File: src/rtl/counter_pkg.sv
// Shared defaults for the prescaled counter block.
// Rates assume a 125 MHz reference clock.
package counter_pkg;

  localparam int unsigned PRESCALE_1HZ_125MHZ = 125_000_000;
  localparam int unsigned PRESCALE_2HZ_125MHZ = 62_500_000;

  typedef enum logic {
    DIR_DOWN = 1'b0,
    DIR_UP   = 1'b1
  } dir_e;

  function automatic int unsigned presc_w(input int unsigned p);
    return (p > 1) ? $clog2(p) : 1;
  endfunction

endpackage

File: src/rtl/tick_gen.sv
// Prescaler: asserts step on the last of every PRESCALE
// enabled cycles; holds while en is low.
module tick_gen
  import counter_pkg::*;
#(
  parameter int unsigned PRESCALE = PRESCALE_2HZ_125MHZ
) (
  input  logic clk,
  input  logic rst_n,
  input  logic en,
  input  logic clr,
  output logic step
);

  localparam int unsigned   PW   = presc_w(PRESCALE);
  // PRESCALE-1 always fits in PW bits, even at 2^n
  localparam logic [PW-1:0] LAST = PW'(PRESCALE - 1);

  logic [PW-1:0] r_pre;
  logic          w_last;

  assign w_last = (r_pre == LAST);
  assign step   = en & w_last;

  always_ff @(posedge clk or negedge rst_n) begin
    if (!rst_n) begin
      r_pre <= '0;
    end else if (clr) begin
      r_pre <= '0;
    end else if (en) begin
      r_pre <= w_last ? '0 : r_pre + PW'(1);
    end
  end

endmodule

File: src/rtl/prescaled_counter.sv
// Up/down modulo counter advanced by a prescaled step,
// with wrap/saturate, clear, load, tick and terminal count.
module prescaled_counter
  import counter_pkg::*;
#(
  parameter int unsigned PRESCALE = PRESCALE_2HZ_125MHZ,
  parameter int unsigned WIDTH    = 4,
  parameter int unsigned MODULO   = 16
) (
  input  logic             clk,
  input  logic             rst_n,
  input  logic             en,
  input  logic             dir,
  input  logic             sat,
  input  logic             clr,
  input  logic             load,
  input  logic [WIDTH-1:0] load_val,
  output logic [WIDTH-1:0] count,
  output logic             tick,
  output logic             tc
);

  localparam logic [WIDTH-1:0] MAX = WIDTH'(MODULO - 1);

  logic [WIDTH-1:0] r_count;
  logic             r_tick;
  logic             r_tc;
  logic             w_step;
  logic [WIDTH-1:0] w_nxt;
  logic             w_tc;
  logic [WIDTH-1:0] w_ld;

  tick_gen #(
    .PRESCALE (PRESCALE)
  ) u_tick_gen (
    .clk   (clk),
    .rst_n (rst_n),
    .en    (en),
    .clr   (clr),
    .step  (w_step)
  );

  assign w_ld = (load_val > MAX) ? MAX : load_val;

  // tc marks a wrap, or the step that first lands on the limit
  always_comb begin
    w_nxt = r_count;
    w_tc  = 1'b0;
    if (dir_e'(dir) == DIR_UP) begin
      if (r_count == MAX) begin
        if (!sat) begin
          w_nxt = '0;
          w_tc  = 1'b1;
        end
      end else begin
        w_nxt = r_count + WIDTH'(1);
        w_tc  = sat && (r_count == MAX - WIDTH'(1));
      end
    end else begin
      if (r_count == '0) begin
        if (!sat) begin
          w_nxt = MAX;
          w_tc  = 1'b1;
        end
      end else begin
        w_nxt = r_count - WIDTH'(1);
        w_tc  = sat && (r_count == WIDTH'(1));
      end
    end
  end

  always_ff @(posedge clk or negedge rst_n) begin
    if (!rst_n) begin
      r_count <= '0;
      r_tick  <= 1'b0;
      r_tc    <= 1'b0;
    end else begin
      r_tick <= 1'b0;
      r_tc   <= 1'b0;
      if (clr) begin
        r_count <= '0;
      end else if (load) begin
        r_count <= w_ld;
      end else if (w_step) begin
        r_count <= w_nxt;
        r_tick  <= 1'b1;
        r_tc    <= w_tc;
      end
    end
  end

  assign count = r_count;
  assign tick  = r_tick;
  assign tc    = r_tc;

endmodule
File: config.mk
export PLATFORM = sky130hd
export DESIGN_NAME = prescaled_counter
export DESIGN_NICKNAME = d
export VERILOG_FILES = /design/src/rtl/counter_pkg.sv /design/src/rtl/tick_gen.sv /design/src/rtl/prescaled_counter.sv
export SDC_FILE = /design/constraint.sdc
export NUM_CORES = 1
export LEC_CHECK = 0
export CAP_MARGIN = 25
export CORE_AREA = 2 2 87 47
export DETAILED_ROUTE_END_ITERATION = 10
export DIE_AREA = 0 0 89 49
export GPL_ROUTABILITY_DRIVEN = 0
export PLACE_DENSITY = 0.83
export SETUP_SLACK_MARGIN = 0.15
export SLEW_MARGIN = 5
export SYNTH_ARGS = -nofsm -noshare
export SYNTH_HDL_FRONTEND = slang
export SYNTH_SLANG_ARGS = --single-unit
File: constraint.sdc
create_clock -name clk -period 4.8 [get_ports clk]
set_input_delay 0.96 -clock clk [delete_from_list [all_inputs] [get_ports clk]]
set_output_delay 0.96 -clock clk [all_outputs]
set_load 0.05 [all_outputs]
### Yosys cells after proc, flatten, opt, wreduce, memory -nomap -nowiden

Index checks and enable logic that the tools add are counted.

* reductions and logical operators: 6
* muxes and demuxes: 22
* eq/ne operators: 6
* bitwise operators: 1
* add/subtract/negate cells: 3
* magnitude comparators: 1

Operators by type and width (count)
* $mux 26: 3
* $mux 4: 9
* $add 26x1->26 const B: 1
* $eq 26x26->1 const B: 1
* $mux 1: 10
* $ne 5x5->1 const B: 2
* $eq 4x4->1 const B: 2
* $add 4x1->4 const B: 1
* $eq 4x1->1 const B: 1
* $gt 4x4->1 const B: 1
* $logic_not 4->1: 1
* $sub 4x1->4 const B: 1
* $reduce_and 3->1: 1
* $reduce_bool 3->1: 1
* $logic_and 1x1->1: 2
* $reduce_bool 2->1: 1
* $and 1x1->1: 1

* register bits: 32
* bits of input ports: 11
* logic and storage cells: 43
* output and inout bits: 6

### Longest topological paths before layout

Gate-level depths: netlist of run 1.

* depth in word-level cells: 7
* depth in mapped cells: 7
* mapped depth without buffers: 7

### Cells and area by module

Synthesis of run 1 repeated with hierarchy kept, for this count alone.

* cells, all modules: 254
* area, all modules: 2249.7 µm²

By module, submodules not included
* tick_gen: area each 1720.4 µm², times used 1, cells an instance 195, seq. area each 650.6 µm²
* prescaled_counter: area each 529.3 µm², times used 1, cells an instance 59, seq. area each 150.1 µm²

### Worst setup path after synthesis of run 1

OpenSTA, ideal clock, no wires.

* path type: input -> register
* start point: in dir
* end point: reg r_count[2], in the netlist count[2]
* data arrival time: 2.234 ns
* buffers on the path: 1
* cell stages on the path: 6
* library setup time: 0.099 ns
* slack: 2.466 ns
* cells stage by stage: clkbuf_1 -> and4_1 -> o21ai_2 -> nand3_4 -> or3_1 -> a311oi_1

* word-level cells in the longest chain between the ends: 4
* elaborated cells on any way between the ends: 7
* those cells by class: eq/ne (2); mux (4); reduce/logical (1)

Ends and longest elaborated chain
* start: declaration: RTL line prescaled_counter.sv:13 `input logic dir,`
* $mux 4: RTL line prescaled_counter.sv:49 `if (dir_e'(dir) == DIR_UP) begin`
* $mux 4: RTL line prescaled_counter.sv:84 `end else if (w_step) begin`
* $mux 4: RTL line prescaled_counter.sv:82 `end else if (load) begin`
* $mux 4: RTL line prescaled_counter.sv:80 `if (clr) begin`
* end signal: assignment: RTL line prescaled_counter.sv:83 `r_count <= w_ld;`
* end signal: assignment: RTL line prescaled_counter.sv:85 `r_count <= w_nxt;`
* end: declaration: RTL line prescaled_counter.sv:25 `logic [WIDTH-1:0] r_count;`

Parallel ways exist; a longest one is shown, timed or not. The select of a mux whose other input is x is not followed.
A chain may end at the register's enable or synchronous reset.

### Final worst setup path of run 1

* start point: in clr
* end point: reg u_tick_gen.r_pre[19]

* word-level cells in the longest chain between the ends: 1
* elaborated cells on any way between the ends: 2
* those cells by class: mux (1); reduce/logical (1)

Ends and longest elaborated chain
* start: declaration: RTL line prescaled_counter.sv:15 `input logic clr,`
* $mux 26 or $reduce_bool 2->1 (tied branches)
* end signal: assignment: RTL line tick_gen.sv:31 `r_pre <= w_last ? '0 : r_pre + PW'(1);`
* end: declaration: RTL line tick_gen.sv:19 `logic [PW-1:0] r_pre;`

Parallel ways exist; a longest one is shown, timed or not.

==> flow_results.org, run 1 <==
** Run status
- The flow ran to the end, and the final reports show no timing, DRC or antenna violations.

** Synth
- Counting flops with an async set or reset pin after synthesis yields a share of 1.00.
- Combinational family with the most area after synthesis :: simple AND/OR/NAND/NOR gates
- Post-synth EDFFs :: 0
- Of the total synthesized cell area, the portion taken by AND, OR, NAND and NOR gates is 0.281.
- Mean area per synthesized cell :: 9.28 µm²
- Of the total synthesized cell area, the portion taken by XOR and XNOR cells is 0.0957.
- Synthesis inferred 32 register bits.
- Counting every instance in the synthesized netlist gives 207.
- Primary FF master, synth :: sky130_fd_sc_hd__dfrtp_1
- Post-synthesis adder-cell area fraction :: 0.0326
- The share of the synthesized area in compound gates (AO/OA/AOI/OAI) was 0.113.
- Synthesized Nets :: 223
- Netlist cell types :: 43
- For this run, the number of Yosys warnings is 0.
- Area of the mapped netlist :: 0.00192 mm²
- After synthesis, the share of cell area in mux cells is 0.0260.
- The share of the Yosys chip area taken by registers is 0.417.

** Critical path
- Maximum fanout encountered on the critical timing path :: 17
- Walking the worst path, the cells encountered are clkdlybuf4s50_1, o21ai_1, nor4_2, nand3_1, xor2_1, nor2_1.
- Worst stage delay on the critical path :: 0.83 ns
- The worst setup path is captured at a flip-flop.
- For the worst setup path, the data arrival time is 3.13 ns.
- The largest individual stage delay along the critical path comes from the cell sky130_fd_sc_hd__clkdlybuf4s50_1.
- Critical path type :: input pin to flip-flop
- Startpoint class of the critical path :: input pin
- Required time at the worst-slack endpoint :: 4.95 ns

** Die
- Die height :: 49 µm
- Core area :: 0.00368 mm²
- IO Count :: 17
- The die is 89 µm wide.
- Placement row count :: 16
- Initial standard-cell utilization of the core :: 0.522
- The floorplan step defined a die boundary enclosing 0.00436 mm².

** Route
- For this block, the via count after detailed routing is 1584.
- The detail route stage leaves a number of antenna-violating nets equal to 0.
- DRC violation count after routing :: 0
- Vias per cell :: 5.78
- After detailed routing, the average wire length per cell comes to 15.2 µm.
- After the first detailed-routing iteration, the DRC count stood at 200.
- For this run, the detailed router's first-pass iteration total came to 4.
- Routed WL :: 4160 µm

** STA
- Once routing completed, OpenROAD measured the worst setup slack at 1.82 ns.
- Max transition margin :: 0.444
- Final hold vios :: 0
- The number of pins exceeding their max-slew limit in the final report came to 0.
- After layout, the minimum clock period comes to 2.98 ns.
- Of the available clock period, the critical path in the final layout requires 0.620.
- # setup viols final :: 0
- Actual slew at the worst max-slew pin :: 0.827 ns
- For this run, the top clock speed supported by timing is 336 MHz.
- On the final layout, the worst hold slack is 0.564 ns.
- Worst-case clock skew :: 0.00469 ns
- RSZ-0062 raised after global routing :: false
- Setup TNS :: 0 ns

** Layout
- Number of inserted diodes :: 0
- Final cell area excluding filler cells :: 0.00219 mm²
- In the final layout, the share of cells above drive strength 1 is 0.0591.
- Final nets :: 238
- In the layout the commonest cells are 32 x sky130_fd_sc_hd__dfrtp_1, 30 x sky130_fd_sc_hd__nor2_1, 16 x sky130_fd_sc_hd__clkdlybuf4s50_1.
- Compared with the post-synthesis result, the final layout area differs by 13.9%.
- Leading cell type in the layout, fill and taps excluded :: sky130_fd_sc_hd__dfrtp_1

** Clocking
- Register clock-pin slew on the reported worst setup and hold paths :: 0.06 ns
- In this run, CTS created clock tree buffers numbering 5.
- The H-tree was split into 2 levels.
- Buffers inserted during post-CTS setup optimization :: 0
- Clock latency on the worst-skew pair :: 0.28 ns
- Gates resized during post-CTS repair numbered 0.
- The clock passes through at most 2 buffers.
- TritonCTS built the clock tree.
- The root buffer cell chosen for the clock tree is sky130_fd_sc_hd__clkbuf_8.
- CTS hold repair buffers :: 0
- For this design, the sink count on the clock tree is 32.

** Global route
- Maximum number of pins on one net before global-route repair :: 33
- Met2 GRT Util :: 0.235
- Wire length of the first global-routing pass :: 6950 µm
- The total overflow left after global routing is 0.
- Met3 usage in global routing :: 0.0609
- Across every metal layer, demand over resource in global routing totals 0.213.
- The via count of the first global-routing pass is 1366.
- Antenna violations before repair :: 0
- The layer flagged by global routing as most heavily used is met1.
- For this run, global-route usage on met1 was measured as 0.377.

** Place
- Total placed instance area :: 0.00212 mm²
- Number of buffers inserted by port buffering :: 16
- Pre-CTS setup slack :: 1.55 ns
- Post-DP HPWL :: 3090 µm

** Flow run
- Maximum Capacitance Violations :: 0

** Power
- Reported leakage power :: 0.911 nW
- Power per cell area :: 241 mW/mm²
- VDD sags by at most 0.133 mV.
- The design draws 0.527 mW.

** Min path
- Worst min path class :: flip-flop to flip-flop
## per-stage QoR
| stage | std cells | util |
|---|---|---|
| global placement | 269 | 0.576 |
| CTS | 274 | 0.594 |
| global route | 274 | 0.594 |
| finish | 274 | 0.594 |
| floorplan | 207 | - |
| detailed placement | 269 | 0.576 |
## report_power, final
group / internal (mW) / leakage (nW) / switching, mW
logic: 0.0252 / 0.434 / 0.0369
clock network: 0.0932 / 0.0359 / 0.0876
registers: 0.275 / 0.441 / 0.00939
total: 0.393 / 0.911 / 0.134
## worst max-delay path: cells and delay by family
kind | cells | cell delay (ns)
AND/OR/NAND/NOR | 3 | 0.90
buffers and inverters | 1 | 0.83
AO/OA/AOI/OAI | 1 | 0.25
XOR/XNOR | 1 | 0.17
## final timing paths
check                                        to  cells past startpoint                 start  slack [ns]
setup / recovery           u_tick_gen.r_pre[19]                      6                   clr        1.82
hold / removal             u_tick_gen.r_pre[21]                      2  u_tick_gen.r_pre[21]        0.56
setup reg to reg                       count[2]                      5   u_tick_gen.r_pre[9]        2.53
hold reg to reg            u_tick_gen.r_pre[21]                      2  u_tick_gen.r_pre[21]        0.56
max in group asynchronous                  tick                      2                 rst_n        3.41
min in group asynchronous   u_tick_gen.r_pre[2]                      2                 rst_n        1.09
## state kept, by name, summed over array words and instances, names as in the netlist
name and flops:
count 4, tc 1, tick 1, u_tick_gen.r_pre 26
## logic make-up after synthesis
group	Yosys count
AOI/OAI and AO/OA	33
muxes	5
buffers and inverters	17
xor gates and xnor gates	21
and+or+nand+nor	94
DFF	32
adders and majority gates	5
## synthesized netlist by cell type (3+ instances only)
library cell | n | area share
sky130_fd_sc_hd__dfrtp_1 | 32 | 0.42
sky130_fd_sc_hd__nor2_1 | 30 | 0.059
sky130_fd_sc_hd__xor2_1 | 15 | 0.068
sky130_fd_sc_hd__nand2_1 | 14 | 0.027
sky130_fd_sc_hd__nand3_1 | 12 | 0.031
sky130_fd_sc_hd__a21oi_1 | 10 | 0.026
sky130_fd_sc_hd__inv_1 | 8 | 0.016
sky130_fd_sc_hd__clkbuf_1 | 7 | 0.014
sky130_fd_sc_hd__nand4_1 | 6 | 0.020
sky130_fd_sc_hd__xnor2_1 | 6 | 0.027
sky130_fd_sc_hd__and3_1 | 5 | 0.016
sky130_fd_sc_hd__ha_1 | 5 | 0.033
sky130_fd_sc_hd__mux2i_1 | 5 | 0.026
sky130_fd_sc_hd__nor4b_1 | 5 | 0.023
sky130_fd_sc_hd__o21ai_0 | 5 | 0.013
sky130_fd_sc_hd__a211oi_1 | 4 | 0.016
sky130_fd_sc_hd__nor4_1 | 4 | 0.013
sky130_fd_sc_hd__and4_1 | 3 | 0.014
## layer usage
layer / vias up / routed length (µm) / share of wire
met5: - / 0 / 0
met4: 0 / 35 / 0.0084
met3: 5 / 335 / 0.081
met2: 68 / 1500 / 0.36
met1: 738 / 2290 / 0.55
li1: 773 / - / -
## area by class of cell
type	count	area, µm²
clock buffers	5	68.8
multi-input cells	158	1050
fillers	338	1490
repair buffers	17	168
inverters	8	30.0
well taps	54	67.6
flip-flops and latches	32	801
No activity file was read; power rests on OpenSTA's default activity.
==> run 2, diff against run 1 <==
==> constraint.sdc (replaced) <==
create_clock -name clk -period 3.1 [get_ports clk]
set_input_delay 0.62 -clock clk [delete_from_list [all_inputs] [get_ports clk]]
set_output_delay 0.62 -clock clk [all_outputs]
set_load 0.05 [all_outputs]
==> run 2 against run 1 <==
Effect of this change: critical path depth shrank 5; routed wire length grew 0.14%; combinational power grew 58%; cell area grew 2.3%; die area is the same; sequential power grew 55%; setup slack lost 1.0 ns; critical path type is now flip-flop to output port; critical endpoint is now count[2]; largest cell class unchanged.
==> flow_results.org, run 2 (synthesized netlist as in run 1, its figures left out) <==
** Layout
- Final nets :: 241
- Area of the multi-input gates :: 0.00105 mm²
- Max FFs per register :: 26
- From synthesis to final layout, the design area changed by 16.5%.
- Number of non-filler instances in the completed layout :: 279
- Share of layout cells above drive strength 1 :: 0.0800
- Fill cells in the final layout number 309.
- Register with the most flip-flops :: u_tick_gen.r_pre
- Top library cells by usage in the layout, fill and taps aside :: 32 x sky130_fd_sc_hd__dfrtp_1, 30 x sky130_fd_sc_hd__nor2_1, 16 x sky130_fd_sc_hd__clkdlybuf4s50_1
- Number of inserted diodes :: 0
- Sequential standard cell area :: 801 µm²
- Leaving out fill and tap cells, the most frequent cell in the layout is sky130_fd_sc_hd__dfrtp_1.

** Critical path
- The worst setup path is of the flip-flop to output port kind.
- STA classifies the critical path startpoint as a flip-flop.
- Worst stage delay on the critical path :: 0.88 ns
- STA puts the critical path data required time at 2.48 ns.
- The kind of cell with the highest combined delay along the critical path is buffers and inverters.
- Sort of element at the end of the critical path :: output port
- CP max-delay cell :: sky130_fd_sc_hd__clkdlybuf4s50_1
- In this run the worst path has a maximum fanout of 12.
- Critical path buffer and inverter count :: 1
- Arrival time of the worst setup path :: 1.71 ns
- The critical path goes through clkdlybuf4s50_1.

** Die
- The initial utilization of the core area, before any placement, comes to 0.522.
- For this design the top-level I/O count stands at 17.
- Core area :: 0.00368 mm²
- Placement row count :: 16
- Horizontal die dimension :: 89 µm
- Total die area :: 0.00436 mm²
- The floorplan step set the die height to 49 µm.

** STA
- The final hold violation count came to 0.
- RSZ-0062 raised after global routing :: false
- In the finished design, the share of the clock period the worst path needs comes to 0.751.
- Headroom to the max-slew limit came out at 0.534.
- Upper clock frequency limit :: 430 MHz
- Final Hold Slack :: 0.568 ns
- Max-slew violation total from the final report :: 0
- Actual slew at the worst max-slew pin :: 0.689 ns
- # setup viols final :: 0
- Worst-case clock skew :: 0.00369 ns
- Final Critical Period :: 2.33 ns
- Setup TNS :: 0 ns

** Place
- The HPWL after detailed placement is 3030 µm.
- Buffers placed on the I/O ports in this run total 16.
- The number of placed instances, taps included, is 272.

** Power
- Reported leakage power :: 0.941 nW
- Net switching component of the power :: 0.224 mW
- Overall power consumption :: 0.886 mW
- Power per cell area :: 396 mW/mm²
- Relative contribution of combinational cells to total power :: 0.111
- Of the total power, the share spent switching nets is 0.252.
- The internal power of the cells totals 0.663 mW.
- The share of total power dissipated in sequential elements is 0.497.
- Fraction of power consumed by the clock network :: 0.392
- The worst-case IR drop observed on VDD is 0.224 mV.

** Global route
- Vias in the first global route :: 1462
- Wire length of the first global-routing pass :: 7160 µm
- Antenna violations before repair :: 0
- Across every metal layer, demand over resource in global routing totals 0.212.
- Maximum number of pins on one net before global-route repair :: 33
- After global routing the overflow that remains totals 0.

** Clocking
- CTS hold repair buffers :: 0
- Once the clock tree was built, the resizer swapped 0 gates to a different size.
- Number of sinks handled by clock tree synthesis :: 32
- After clock tree synthesis, the clock-pin slew on the worst setup and hold paths is 0.06 ns.
- CTS H-tree depth :: 2
- The longest clock path from root to sink contains 2 buffers.
- Clock latency on the worst-skew pair :: 0.28 ns
- Library cell used as clock root buffer :: sky130_fd_sc_hd__clkbuf_8
- Clock buffers created by TritonCTS :: 5
- TritonCTS clock tree :: done
- Post-CTS timing repair inserted 0 buffers for setup.

** Min path
- The min-delay analysis places its worst path in the category flip-flop to flip-flop.

** Run status
- Run status :: finished clean

** Route
- After detailed routing, the number of remaining DRC violations is 0.
- In the routed layout, each cell is associated on average with a via count of 5.67.
- After detailed routing, the average wire length per cell comes to 14.9 µm.
- Number of iterations in the first detailed-routing pass :: 4
- Violation count after the first detailed-route iteration :: 123
- Routed WL :: 4170 µm
- Overall via count from detail_route :: 1582
- The count of nets left with antenna violations once routing finished came out at 0.

** Flow run
- The tool flagged a number of max-cap violations equal to 0.
## run 2: area by class of cell
| class | count | area share |
|---|---|---|
| Clock buffer | 7 | 0.0430 |
| Inverter | 8 | 0.0134 |
| Multi-Input combinational cell | 158 | 0.471 |
| Sequential cell | 32 | 0.358 |
| Tap cell | 54 | 0.0302 |
| Timing Repair Buffer | 20 | 0.0849 |
## run 2: path summary, 6_finish.rpt
| check | start | end | slack, ns | cells past startpoint |
|---|---|---|---|---|
| setup / recovery | count[2] | count[2] | 0.77 | 1 |
| hold / removal | u_tick_gen.r_pre[25] | u_tick_gen.r_pre[25] | 0.57 | 2 |
| setup reg to reg | u_tick_gen.r_pre[9] | count[2] | 0.81 | 5 |
| hold reg to reg | u_tick_gen.r_pre[25] | u_tick_gen.r_pre[25] | 0.57 | 2 |
| max in group asynchronous | rst_n | u_tick_gen.r_pre[18] | 2.07 | 2 |
| min in group asynchronous | rst_n | u_tick_gen.r_pre[4] | 0.74 | 2 |
## run 2: metal layers
metal | global-route usage | wire length, µm | up-vias | part of all wire
met2 | 0.269 | 1580 | 57 | 0.38
met1 | 0.356 | 2270 | 748 | 0.55
li1 | - | - | 773 | -
met5 | 0 | 0 | - | 0
met4 | 0.0224 | 15 | 0 | 0.0036
met3 | 0.0660 | 297 | 4 | 0.071
## run 2: through the flow
stage	setup slack, ns	area, µm²	utilization
2_1_floorplan	0.845	1920	-
3_3_place_gp	0.591	2140	0.582
3_5_place_dp	0.485	2140	0.582
4_1_cts	0.776	2240	0.608
5_1_grt	0.718	2240	0.608
6_report	0.773	2240	0.608
## run 2: power by group through the flow
stage,registers [mW],logic (mW),clock network [mW]
2_1_floorplan,0.453,0.0487,0
3_3_place_gp,0.447,0.0965,0
3_5_place_dp,0.447,0.0980,0
4_1_cts,0.440,0.0987,0.349
5_1_grt,0.441,0.110,0.372
6_report,0.440,0.0983,0.348
==> run 3, diff against run 2 <==
--- a/config.mk
+++ b/config.mk
@@ -6,11 +6,11 @@
 export NUM_CORES = 1
 export LEC_CHECK = 0
 export CAP_MARGIN = 25
-export CORE_AREA = 2 2 87 47
+export CORE_AREA = 2 2 90 49
 export DETAILED_ROUTE_END_ITERATION = 10
-export DIE_AREA = 0 0 89 49
+export DIE_AREA = 0 0 92 51
 export GPL_ROUTABILITY_DRIVEN = 0
-export PLACE_DENSITY = 0.83
+export PLACE_DENSITY = 0.81
 export SETUP_SLACK_MARGIN = 0.15
 export SLEW_MARGIN = 5
 export SYNTH_ARGS = -nofsm -noshare
==> constraint.sdc (replaced) <==
create_clock -name clk -period 2 [get_ports clk]
set_input_delay 0.4 -clock clk [delete_from_list [all_inputs] [get_ports clk]]
set_output_delay 0.4 -clock clk [all_outputs]
set_load 0.05 [all_outputs]
==> run 3 against run 2 <==
Effect of this change: critical path depth grew 5; die area grew 7.6%; routed wire length grew 16%; highest routed layer unchanged; sequential share of layout area shrank 3.6 points; cell area grew 12%; via count grew 7.8%; critical path type is now flip-flop to flip-flop; first-iteration DRC count is the same; global-route usage grew 1.6 points; clock power grew 49%; clock skew grew 0.0047 ns; clock-buffer cell count shrank 1; flip-flop and latch count is the same.
==> flow_results.org, run 3 (synthesized netlist as in run 1, its figures left out) <==
** Run status
- The run finished with clean final reports.

** Critical path
- R2r startpoint :: count[0]
- Register-to-register setup slack :: 0.18 ns
- Sort of element at the end of the critical path :: flip-flop
- Among all stages on the critical path, the largest delay is contributed by sky130_fd_sc_hd__dfrtp_2.
- The setup path with the least slack is of type flip-flop to flip-flop.
- Required time at the worst-slack endpoint :: 2.19 ns
- At the worst endpoint, the arrival time is 2.01 ns.
- Counting both buffers and inverters, the worst setup path holds a total of 0.
- The worst setup path is launched from a flip-flop.
- Measured in cells, the most critical reg-to-reg path has a length of 6.
- The worst register-to-register path ends at count[2].
- Maximum fanout encountered on the critical timing path :: 8
- For this run, the slowest stage of the critical path takes 0.48 ns.
- Walking the worst path, the cells encountered are ha_4, and4_1, o21ai_2, nand3_4, or3_1, a311oi_1.
- The kind of cell with the highest combined delay along the critical path is simple AND/OR/NAND/NOR gates.
- The critical path crosses 6 cells after its start point.

** STA
- Worst-case clock skew :: 0.00838 ns
- Based on the critical path, the design can be clocked at up to 549 MHz.
- Final hold vios :: 0
- Final Hold Slack :: 0.512 ns
- Max transition margin :: 0.636
- Setup repair after global routing could not meet its margin everywhere.
- Final worst slack :: 0.179 ns
- # setup viols final :: 0
- Max-slew violation total from the final report :: 0
- Final Critical Period :: 1.82 ns
- Final worst-path cycle share :: 0.911
- For the pin with the worst max-slew slack, the measured transition is 0.544 ns.

** Die
- The floorplan step set the die height to 51 µm.
- The die is 92 µm wide.
- Total die area :: 0.00469 mm²
- Core area :: 0.00404 mm²
- Row generation in the floorplan step produced 17 rows.
- IO Count :: 17
- The initial utilization of the core area, before any placement, comes to 0.476.

** Global route
- GR met1 Demand/Resource :: 0.360
- Antenna violations before repair :: 0
- Most heavily used metal layer in global routing :: met1
- For met2 alone, demand over resource in global routing was 0.310.
- The via count of the first global-routing pass was 1646.
- GR Overflow Total :: 0
- For met3 alone, demand over resource in global routing was 0.0575.
- Total global-route track usage :: 0.228
- Maximum number of pins on one net before global-route repair :: 33
- Wire length of the first global-routing pass :: 8190 µm

** Power
- Of the total power, the share spent switching nets is 0.268.
- For this design the ratio of total power to cell area is 557 mW/mm².
- IR analysis of the VDD net gives a maximum drop of 0.291 mV.
- Relative contribution of combinational cells to total power :: 0.137
- Net switching component of the power :: 0.373 mW
- Fraction of power consumed by the clock network :: 0.373
- Share of total power in sequential cells :: 0.491
- Internal power :: 1.02 mW
- In this run the static leakage power is 1.10 nW.

** Clocking
- CTS H-tree depth :: 2
- Clock latency on the worst-skew pair :: 0.29 ns
- Clock-pin slew was measured on the worst setup and hold paths at 0.07 ns.
- Library cell used as clock root buffer :: sky130_fd_sc_hd__clkbuf_8
- The number of clock buffers added by TritonCTS is 5.
- Number of sinks handled by clock tree synthesis :: 32
- TritonCTS clock tree :: done
- After clock tree synthesis, the flow added hold-fix buffers numbering 0.
- No sink is reached through more buffers than the 2 on the longest clock path.

** Layout
- Final cell area excluding filler cells :: 0.00251 mm²
- Share of layout cells above drive strength 1 :: 0.249
- Area growth from synthesis to final layout :: 30.5%
- For this run, the post-layout net count is 264.
- Number of inserted diodes :: 0
- The layout has 352 filler cells.
- Ranked by flip-flop count, first place goes to u_tick_gen.r_pre.
- Max FFs per register :: 26
- Final core occ :: 0.620
- Top library cells by usage in the layout, fill and taps aside :: 30 x sky130_fd_sc_hd__nor2_1, 30 x sky130_fd_sc_hd__buf_4, 28 x sky130_fd_sc_hd__dfrtp_1

** Place
- After legalization and detailed placement, the total HPWL measured 3510 µm.
- Buffers placed on the I/O ports in this run total 16.
- Timing analysis after detailed placement gives a worst setup slack of -0.213 ns.
- In this run the cell area measured after placement is 0.00229 mm².

** Flow run
- Maximum Capacitance Violations :: 0

** Route
- Using the TritonRoute via totals, the vias-per-cell ratio works out to 5.58.
- Overall via count from detail_route :: 1706
- The detail route stage leaves a number of antenna-violating nets equal to 0.
- Summed over all layers, the routed wires come to 4840 µm.
- For this block, the initial DRC count from the detailed router was 123.
- In the routed design, unresolved DRC markers number 0.
- Final routed wire length divided by cell count :: 15.8 µm
- Before antenna repair, the detailed router went through 4 iterations.

** Min path
- The path class of the tightest hold or removal check is input pin to asynchronous set/reset pin.
[run 3: cell count changes in the layout (fill, tap and decap cells not counted), moves of 3 or more]
cell,delta
sky130_fd_sc_hd__buf_4,+26
sky130_fd_sc_hd__clkdlybuf4s50_1,-6
sky130_fd_sc_hd__dfrtp_1,-4
sky130_fd_sc_hd__dfrtp_2,+4
sky130_fd_sc_hd__ha_1,-3
sky130_fd_sc_hd__ha_4,+3
sky130_fd_sc_hd__nor4b_1,-3
[run 3: how the worst max path moves through the flow]
stage                        startpoint       end  slack [ns]
detailed placement                   en  count[2]       -0.21
CTS                 u_tick_gen.r_pre[1]  count[2]        0.15
global route                   count[0]  count[2]        0.07
global placement                     en  count[2]       -0.14
finish                         count[0]  count[2]        0.18
floorplan                      count[0]  count[2]        0.09
[run 3: timing repair]
item / CTS / global route
gates resized for setup: 4 / 8
setup endpoints to repair: 3 / 18
setup buffers: 3 / 6
gates cloned: 0 / 0
hold endpoints to repair: 0 / 0
pin swaps: 5 / 9
[run 3: final cells by class]
| type | instances | area, µm² | share of cell area |
|---|---|---|---|
| flip-flops and latches | 32 | 806 | 0.321 |
| inverters | 8 | 30.0 | 0.0120 |
| clock buffers | 6 | 82.6 | 0.0329 |
| clock inverters | 2 | 10.0 | 0.00399 |
| multi-input cells | 158 | 1140 | 0.454 |
| well taps | 57 | 71.3 | 0.0284 |
| repair buffers | 43 | 370 | 0.148 |
[run 3: power by group through the flow]
stage               clock (mW)  combinational (mW)  sequential [mW]
floorplan                    0              0.0844            0.704
global placement             0               0.168            0.695
detailed placement           0               0.170            0.696
CTS                      0.531               0.178            0.683
global route             0.568               0.211            0.686
finish                   0.520               0.191            0.685
[run 3: layer usage]
| layer | share of wire | up-vias |
|---|---|---|
| met2 | 0.39 | 52 |
| met3 | 0.067 | 5 |
| li1 | - | 826 |
| met1 | 0.54 | 823 |
| met5 | 0 | - |
| met4 | 0.0050 | 0 |
[run 3: metrics by stage]
step	TNS [ns]	power, mW	std cells
final	0	1.40	306
after global routing	0	1.46	306
after floorplan	0	0.788	207
after global placement	-2.01	0.863	289
after detailed placement	-2.97	0.866	289
after CTS	0	1.39	300
